==> config.mk <==
export PLATFORM = sky130hd
export DESIGN_NAME = alu_result_queue
export DESIGN_NICKNAME = d
export VERILOG_FILES = /design/src/rtl/alu_result_queue.sv
export SDC_FILE = /design/constraint.sdc
export NUM_CORES = 1
export LEC_CHECK = 0
export CAP_MARGIN = 40
export CORE_UTILIZATION = 40
export CTS_CLUSTER_SIZE = 12
export DETAILED_ROUTE_END_ITERATION = 8
export PLACE_DENSITY_LB_ADDON = 0.2
export SLEW_MARGIN = 10
export SYNTH_ARGS = -nofsm -noshare
export SYNTH_HDL_FRONTEND = slang
export SYNTH_SLANG_ARGS = --single-unit
==> constraint.sdc <==
create_clock -name clk -period 3.3 [get_ports clk]
set_input_delay 0.99 -clock clk [delete_from_list [all_inputs] [get_ports clk]]
set_output_delay 0.99 -clock clk [all_outputs]
set_load 0.03 [all_outputs]
==> src/rtl/alu_result_queue.sv <==
// First-word-fall-through queue of ALU results tagged with their opcode and
// status flags, plus a saturating counter of accepted carry-out events.
module alu_result_queue #(
  parameter int DEPTH = 4,
  parameter int CW    = $clog2(DEPTH) + 1
) (
  input  logic          clk,
  input  logic          rst_n,
  input  logic          in_valid,
  output logic          in_ready,
  input  logic [7:0]    y_in,
  input  logic          cout_in,
  input  logic [2:0]    op_in,
  output logic          out_valid,
  input  logic          out_ready,
  output logic [7:0]    y_out,
  output logic [2:0]    op_out,
  output logic [3:0]    flags_out,
  output logic [CW-1:0] count,
  input  logic          clr_stats,
  output logic [7:0]    carry_cnt
);

  localparam int PW = (DEPTH > 1) ? $clog2(DEPTH) : 1;
  localparam logic [CW-1:0] FULL = CW'(DEPTH);

  logic [7:0]    yMem_q     [DEPTH];
  logic [2:0]    opMem_q    [DEPTH];
  logic [3:0]    flagsMem_q [DEPTH];

  logic [PW-1:0] wrPtr_q, wrPtr_d;
  logic [PW-1:0] rdPtr_q, rdPtr_d;
  logic [CW-1:0] count_q, count_d;
  logic [7:0]    carry_q, carry_d;

  logic          enq;
  logic          deq;
  logic [3:0]    flagsIn;

  // Ready/valid come only from the registered count, so a full queue never
  // accepts even when the head is being drained in the same cycle.
  assign in_ready  = (count_q < FULL);
  assign out_valid = (count_q != '0);
  assign enq       = in_valid && in_ready;
  assign deq       = out_valid && out_ready;

  assign flagsIn = {(y_in == 8'h00), y_in[7], cout_in, ^y_in};

  always_comb begin
    wrPtr_d = wrPtr_q;
    rdPtr_d = rdPtr_q;
    count_d = count_q;
    carry_d = carry_q;

    if (enq) begin
      wrPtr_d = wrPtr_q + PW'(1);
    end
    if (deq) begin
      rdPtr_d = rdPtr_q + PW'(1);
    end

    if (enq && !deq) begin
      count_d = count_q + CW'(1);
    end else if (!enq && deq) begin
      count_d = count_q - CW'(1);
    end

    if (clr_stats) begin
      carry_d = 8'h00;
    end else if (enq && cout_in && (carry_q != 8'hFF)) begin
      carry_d = carry_q + 8'h01;
    end
  end

  always_ff @(posedge clk or negedge rst_n) begin
    if (!rst_n) begin
      wrPtr_q <= '0;
      rdPtr_q <= '0;
      count_q <= '0;
      carry_q <= 8'h00;
    end else begin
      wrPtr_q <= wrPtr_d;
      rdPtr_q <= rdPtr_d;
      count_q <= count_d;
      carry_q <= carry_d;
    end
  end

  // Payload storage is deliberately left unreset; it is only meaningful under out_valid.
  always_ff @(posedge clk) begin
    if (enq && rst_n) begin
      yMem_q[wrPtr_q]     <= y_in;
      opMem_q[wrPtr_q]    <= op_in;
      flagsMem_q[wrPtr_q] <= flagsIn;
    end
  end

  assign y_out     = yMem_q[rdPtr_q];
  assign op_out    = opMem_q[rdPtr_q];
  assign flags_out = flagsMem_q[rdPtr_q];
  assign count     = count_q;
  assign carry_cnt = carry_q;

endmodule

-- Yosys cells after proc, flatten, opt, wreduce, memory -nomap -nowiden
Memories as Yosys holds them, arrays and structs flattened.
Index checks and enable logic that the tools add are counted.
- add/sub/neg operators: 5
- order comparisons: 1
- eq/ne operators: 1
- multiplexer cells: 6
- reduce and logical (&&, ||, !) cells: 14
- operator list (kind ; count):
    8-bit 2-to-1 mux ; 2
    8-bit by 1-bit adder with 8-bit output, second input constant ; 1
    8-bit logical NOT ; 1
    8-bit != test, second input constant ; 1
    8-bit parity ; 1
    1-bit logical AND ; 7
    3-bit 2-to-1 mux ; 2
    2-bit by 1-bit adder with 2-bit output, second input constant ; 2
    2-bit nonzero test ; 2
    3-bit by 1-bit adder with 3-bit output, second input constant ; 1
    3-bit < comparator, second input constant ; 1
    3-bit nonzero test ; 1
    3-bit by 1-bit subtractor with 3-bit output, second input constant ; 1
    1-bit logical NOT ; 2
    1-bit 2-to-1 mux ; 2
- bits in registers: 15
- memory bits (writable): 60
- bits of input ports: 17
- memories kept: 3
- memory list (memory ; words ; bits a word ; read ports ; clocked after Yosys merged registers in ; write ports ; line ; text):
    yMem_q ; 4 ; 8 ; 1 ; 0 ; 1 ; 27 ; logic [7:0] yMem_q [DEPTH];
    flagsMem_q ; 4 ; 4 ; 1 ; 0 ; 1 ; 29 ; logic [3:0] flagsMem_q [DEPTH];
    opMem_q ; 4 ; 3 ; 1 ; 0 ; 1 ; 28 ; logic [2:0] opMem_q [DEPTH];

-- Longest topological paths before layout
Gate-level depths: netlist (run 1).
- depth after elaboration: 6
- mapped depth: 8
- mapped depth without buffers: 8

-- Worst setup path before layout (run 1)
OpenSTA, ideal clock, no wires.
- path type: register to output
- start point: register rdPtr_q[0]
- end point: output port op_out[1]
- data arrival time: 1449 ps
- data required time: 2310 ps
- path slack: 861 ps
- stages on the path, launching flop included: 4
- buffers on the path: 2
- path through: dfrtp_1 > buf_2 > buf_2 > mux4_2
- longest elaborated chain between the ends: 1
- ends and longest elaborated chain (item ; line ; text):
    start, declared ; 32 ; logic [PW-1:0] rdPtr_q, rdPtr_d;
    start signal, assigned ; 83 ; rdPtr_q <= rdPtr_d;
    memory read 4 x 3 bit ; -- ;
    end, declared ; 17 ; output logic [2:0] op_out,
No other way between the ends.

-- Worst setup path in the final report (run 1)
- start point: register rdPtr_q[0]
- end point: output port flags_out[3]
- longest elaborated chain between the ends: 1
- ends and longest elaborated chain (item ; line ; text):
    memory read 4 x 4 bit ; -- ;
    end, declared ; 18 ; output logic [3:0] flags_out,
No other way between the ends.

==> flow_summary.json, run 1 <==
{
  "p_clk_frac": 0.223,
  "synth_top_family_by_area": "multiplexers",
  "rsz0062_at_grt": "false",
  "dp_cells": 313,
  "synth_xor_area_frac": 0.0383,
  "seq_power_share": 0.388,
  "drv_cap": 0,
  "swShare": 0.331,
  "yosysMostFrequentCell": "edfxtp_1",
  "htree_levels": 3,
  "postCtsSetupBuffers": 0,
  "dr.pass1.iters": 4,
  "hold_viol_final": 0,
  "yosysUniqueCellTypes": 32,
  "die_area_um2": 7770,
  "final_layout_size_suffix_gt1_frac": 0.170,
  "postRouteAntennaNets": 0,
  "synth_area_leaders": "edfxtp_1, dfrtp_1, mux4_2",
  "clk_path_buf_depth": 2,
  "hold_class": "reg -> reg",
  "syn_inst": 168,
  "clkTransAtPathRegs_ns": 0.07,
  "synthFlopType": "edfxtp_1",
  "die_w_um": 88.2,
  "syn_nets": 196,
  "cts-resized-gates": 0,
  "fin_crit_sh": 0.932,
  "syn_area_per_cell_um2": 17.7,
  "vdd.ir_drop.worst_v": 0.000486,
  "crit_type": "reg -> out",
  "r2r-start": "count[2]",
  "core_area_um2": 7210,
  "finClkSkew_ns": 0.00426,
  "max-slew-margin-rel": 0.630,
  "yosys.area_share.simple": 0.0577,
  "cp.arrival_ns": 2.09,
  "dpl.hpwl_mm": 3.29,
  "ys_seq_area_frac": 0.693,
  "stdcell_count": 329,
  "fmax_mhz": 325,
  "min_period_ns": 3.08,
  "reg2regPathDepth": 8,
  "postCtsHoldBufs": 0,
  "rows": 31,
  "grt_max_degree": 16,
  "syn_to_final_growth_pct": 26.8,
  "viasPerCell": 4.78,
  "clk_latency_ns": 0.33,
  "synthAdderAreaFrac": 0.0489,
  "rrSetupSlack_ns": 1.21,
  "slew_viol_final": 0,
  "grt_pass1_vias": 1668,
  "r2r_end": "count[2]",
  "synth_edf_count": 56,
  "drt_wl_total_mm": 5.10,
  "startpoint_type": "flop",
  "vias": 1571,
  "cts_num_sinks": 71,
  "die_h_um": 88.2,
  "cts_tree": "done",
  "netlist_area_um2": 2970,
  "place.gp.congestion": 0.767,
  "crit_fanout": 14,
  "synth_compound_area_frac": 0.0215,
  "root_buffer": "clkbuf_8",
  "wl_per_cell_um": 15.5,
  "switching_power_uw": 968,
  "end_kind": "primary output",
  "ys_warn_count": 0,
  "track_usage": 0.150,
  "setup_viol": 0,
  "synth_top_area_share": 0.566,
  "tightest_slew_ns": 0.542,
  "nNetsFinal": 253,
  "min_path_cells": 1,
  "grt_first_pass_wirelength_mm": 8.31,
  "status": "complete, no violations",
  "io-pin-count": 45,
  "ys_seq_elements": 71,
  "overflow": 0,
  "n_antenna_cell": 0,
  "n_fill_cell": 622,
  "multiInputGateArea_um2": 831,
  "synthTopCellsByCount": "edfxtp_1, dfrtp_1, inv_1, mux4_2",
  "leakage_nw": 1.37,
  "synth_mux_area_frac": 0.113,
  "power.density_nw_per_um2": 777,
  "antenna_found_initial": 0,
  "numCtsBuffers": 9,
  "drt_iter0_drc": 78,
  "holdPathEnd": "rdPtr_q[1]",
  "whs_ns": 0.476,
  "floorplan.initialDensity": 0.412,
  "combPwrFrac": 0.389,
  "portBuffers": 44,
  "yosysTopAreaCell": "edfxtp_1",
  "hold_path.startpoint": "rdPtr_q[1]",
  "synthArstFlopShare": 0.211,
  "seqCellArea_um2": 2060,
  "finalSetupTns_ns": 0,
  "cp.required_ns": 2.31,
  "p_int_mw": 1.96,
  "drc": 0
}
## state kept, by name, summed over array words and instances, names as in the netlist
register    cells
carry_cnt       8
count           3
flagsMem_q     16
opMem_q        12
rdPtr_q         2
wrPtr_q         2
yMem_q         28
## metal layers
| metal | vias up | track usage | wire length, um |
|---|---|---|---|
| met1 | 770 | 0.201 | 2450 |
| met4 | 0 | 0.0748 | 103 |
| met3 | 9 | 0.0339 | 184 |
| met5 | - | 0 | 0 |
| li1 | 751 | - | - |
| met2 | 41 | 0.234 | 2360 |
## worst max path at each step
stage	depth (start not counted)	slack, ns	endpoint	from
floorplan	3	0.86	op_out[1]	rdPtr_q[0]
global placement	8	0.52	count[2]	in_valid
detailed placement	8	0.45	count[2]	in_valid
CTS	3	0.20	y_out[2]	rdPtr_q[0]
global route	3	0.13	y_out[7]	rdPtr_q[0]
finish	3	0.22	flags_out[3]	rdPtr_q[0]
## per-stage QoR
step	cell area [um2]	utilization	power, mW	setup slack, ns
after floorplan	2970	-	1.89	0.861
after global placement	3580	0.496	2.30	0.522
after detailed placement	3580	0.496	2.31	0.451
after CTS	3760	0.522	2.96	0.195
after global routing	3760	0.522	3.08	0.132
final	3760	0.522	2.93	0.224
## cell families (layout without fill, tap and decap cells)
family                   count (synthesis)  count (layout)
adder cells (fa/ha/maj)                 11              11
flip-flops                              71              71
multiplexers                            16              16
buffers and inverters                   20              82
AND/OR/NAND/NOR                         27              27
AO/OA/AOI/OAI                           10              10
XOR/XNOR                                13              13
## power by group through the flow
stage               Sequential, mW  Combinational, mW  Clock [mW]
finish                        1.14               1.14       0.651
global route                  1.15               1.22       0.713
CTS                           1.14               1.16       0.668
detailed placement            1.16               1.15           0
global placement              1.15               1.15           0
floorplan                     1.18              0.703           0
## area by class of cell
| type | count | area share |
|---|---|---|
| clock buffers | 9 | 0.0329 |
| clock inverters | 7 | 0.0166 |
| inverters | 14 | 0.0140 |
| multi-input cells | 77 | 0.221 |
| flip-flops and latches | 71 | 0.547 |
| well taps | 99 | 0.0329 |
| repair buffers | 52 | 0.136 |
## cells in the final DEF (no fill, tap or decap), types with 4 or more instances in the layout
cell type | netlist | layout
and3_1 | 4 | 4
buf_4 | 1 | 7
clkbuf_8 | 0 | 9
clkdlybuf4s50_1 | 0 | 44
dfrtp_1 | 15 | 15
edfxtp_1 | 56 | 56
ha_1 | 10 | 10
inv_1 | 14 | 14
mux4_2 | 14 | 14
nand2_1 | 4 | 4
nor2_1 | 6 | 6
xnor2_1 | 10 | 10
## critical path, cell delays in order, from the launching register on
cell,delay (ns)
dfrtp_1,0.43
buf_12,0.20
mux4_2,0.52
clkdlybuf4s50_1,0.61
No activity file was read; power rests on OpenSTA's default activity.
==> run 2, diff against run 1 <==
- MAX_ROUTING_LAYER: default -> met4
==> flow_summary.json, run 2 (synthesized netlist as in run 1, its figures left out) <==
{
  "final_area_um2": 3760,
  "dpl.hpwl_mm": 3.29,
  "clk_path_buf_depth": 2,
  "wl_met3_um": 174,
  "crit_type": "reg -> out",
  "die_h_um": 88.2,
  "drv_cap": 0,
  "rows": 31,
  "regMostFlops": "yMem_q",
  "track_usage": 0.155,
  "die_area_um2": 7770,
  "hold_viol_final": 0,
  "numCtsBuffers": 9,
  "dpl-instance-area_um2": 3580,
  "n_fill_cell": 622,
  "largest_reg_flops": 28,
  "antenna_found_initial": 0,
  "slowest_delay_ns": 0.61,
  "grt_max_degree": 16,
  "path_buf_inv": 2,
  "leakage_nw": 1.37,
  "place.gp.congestion": 0.778,
  "vias": 1571,
  "postCtsHoldBufs": 0,
  "fmax_mhz": 325,
  "cp-startpoint": "rdPtr_q[0]",
  "root_buffer": "clkbuf_8",
  "cts-resized-gates": 0,
  "slew_viol_final": 0,
  "drt_iter0_drc": 77,
  "fin_util": 0.522,
  "drc": 0,
  "fin_crit_sh": 0.932,
  "wl_per_cell_um": 15.5,
  "floorplan.initialDensity": 0.412,
  "whs_ns": 0.476,
  "cp.arrival_ns": 2.09,
  "die_w_um": 88.2,
  "finClkSkew_ns": 0.00431,
  "critPathSlowestCell": "clkdlybuf4s50_1",
  "grt_pass1_vias": 1669,
  "top_layer_used": "met4",
  "top_regs": "yMem_q (28), flagsMem_q (16), opMem_q (12)",
  "cts_num_sinks": 71,
  "overflow": 0,
  "cts_tree": "done",
  "clk_latency_ns": 0.32,
  "portBuffers": 44,
  "io-pin-count": 45,
  "power.density_nw_per_um2": 777,
  "max-slew-margin-rel": 0.629,
  "nNetsFinal": 253,
  "final_layout_size_suffix_gt1_frac": 0.170,
  "final_cell_mix": "edfxtp_1, clkdlybuf4s50_1, dfrtp_1",
  "met2_length_mm": 2.36,
  "htree_levels": 3,
  "postRouteAntennaNets": 0,
  "crit_family": "buffers and inverters",
  "dr.pass1.iters": 4,
  "layout_commonest_cell": "edfxtp_1",
  "core_area_um2": 7210,
  "end_kind": "primary output",
  "cp.required_ns": 2.31,
  "r2r-start": "count[2]",
  "min_period_ns": 3.08,
  "hold_class": "reg -> reg",
  "rsz0062_at_grt": "false",
  "wl_met1_mm": 2.46,
  "finalSetupTns_ns": 0,
  "path_cells": "buf_12, mux4_2, clkdlybuf4s50_1",
  "vdd.ir_drop.worst_v": 0.000486,
  "finalPower_mw": 2.93,
  "status": "complete, no violations",
  "clkTransAtPathRegs_ns": 0.07,
  "crit_fanout": 14,
  "seqCellArea_um2": 2060,
  "startpoint_type": "flop",
  "multiInputGateArea_um2": 831,
  "drt_wl_total_mm": 5.10,
  "setup_viol": 0,
  "viasPerCell": 4.78,
  "n_antenna_cell": 0,
  "tightest_slew_ns": 0.542,
  "postCtsSetupBuffers": 0,
  "syn_to_final_growth_pct": 26.8,
  "grt_first_pass_wirelength_mm": 8.30,
  "hold_path.startpoint": "rdPtr_q[1]"
}
-- run 2: worst reg2reg max path: stages (launching register included) --
cell and delay, ns:
dfrtp_1 0.43, or3_1 0.43, nand2_1 0.13, ha_1 0.19, inv_1 0.06, fa_1 0.37, xor2_1 0.17, nor2_1 0.11
xnor2_1 0.12
-- run 2: worst paths after layout --
check,end,slack [ns],cells after the start
worst max-delay path,flags_out[3],0.22,3
worst min-delay path,rdPtr_q[1],0.48,1
worst max register to register,count[2],1.21,8
worst min register to register,rdPtr_q[1],0.48,1
max in group asynchronous,carry_cnt[4],2.05,2
min in group asynchronous,wrPtr_q[1],1.07,2
-- run 2: where the power goes --
group	leakage, nW	internal [mW]	total, mW	switching (mW)
Combinational	0.578	0.541	1.14	0.598
Sequential	0.701	1.07	1.14	0.0616
Clock	0.0921	0.343	0.651	0.308
-- run 2: final cells by class --
cell class,instances,share of cell area
Clock buffer,9,0.0329
Tap cell,99,0.0329
Timing Repair Buffer,52,0.136
Clock inverter,7,0.0166
Sequential cell,71,0.547
Multi-Input combinational cell,77,0.221
Inverter,14,0.0140
-- run 2: through the flow --
stage	setup WS [ns]	instances
floorplan	0.861	168
global placement	0.522	313
detailed placement	0.451	313
CTS	0.195	329
global route	0.132	329
finish	0.225	329
-- run 2: layer usage --
metal	vias to the layer above	track usage
li1	751	-
met1	770	0.202
met2	41	0.234
met3	9	0.0320
met4	0	0.0748
met5	-	-
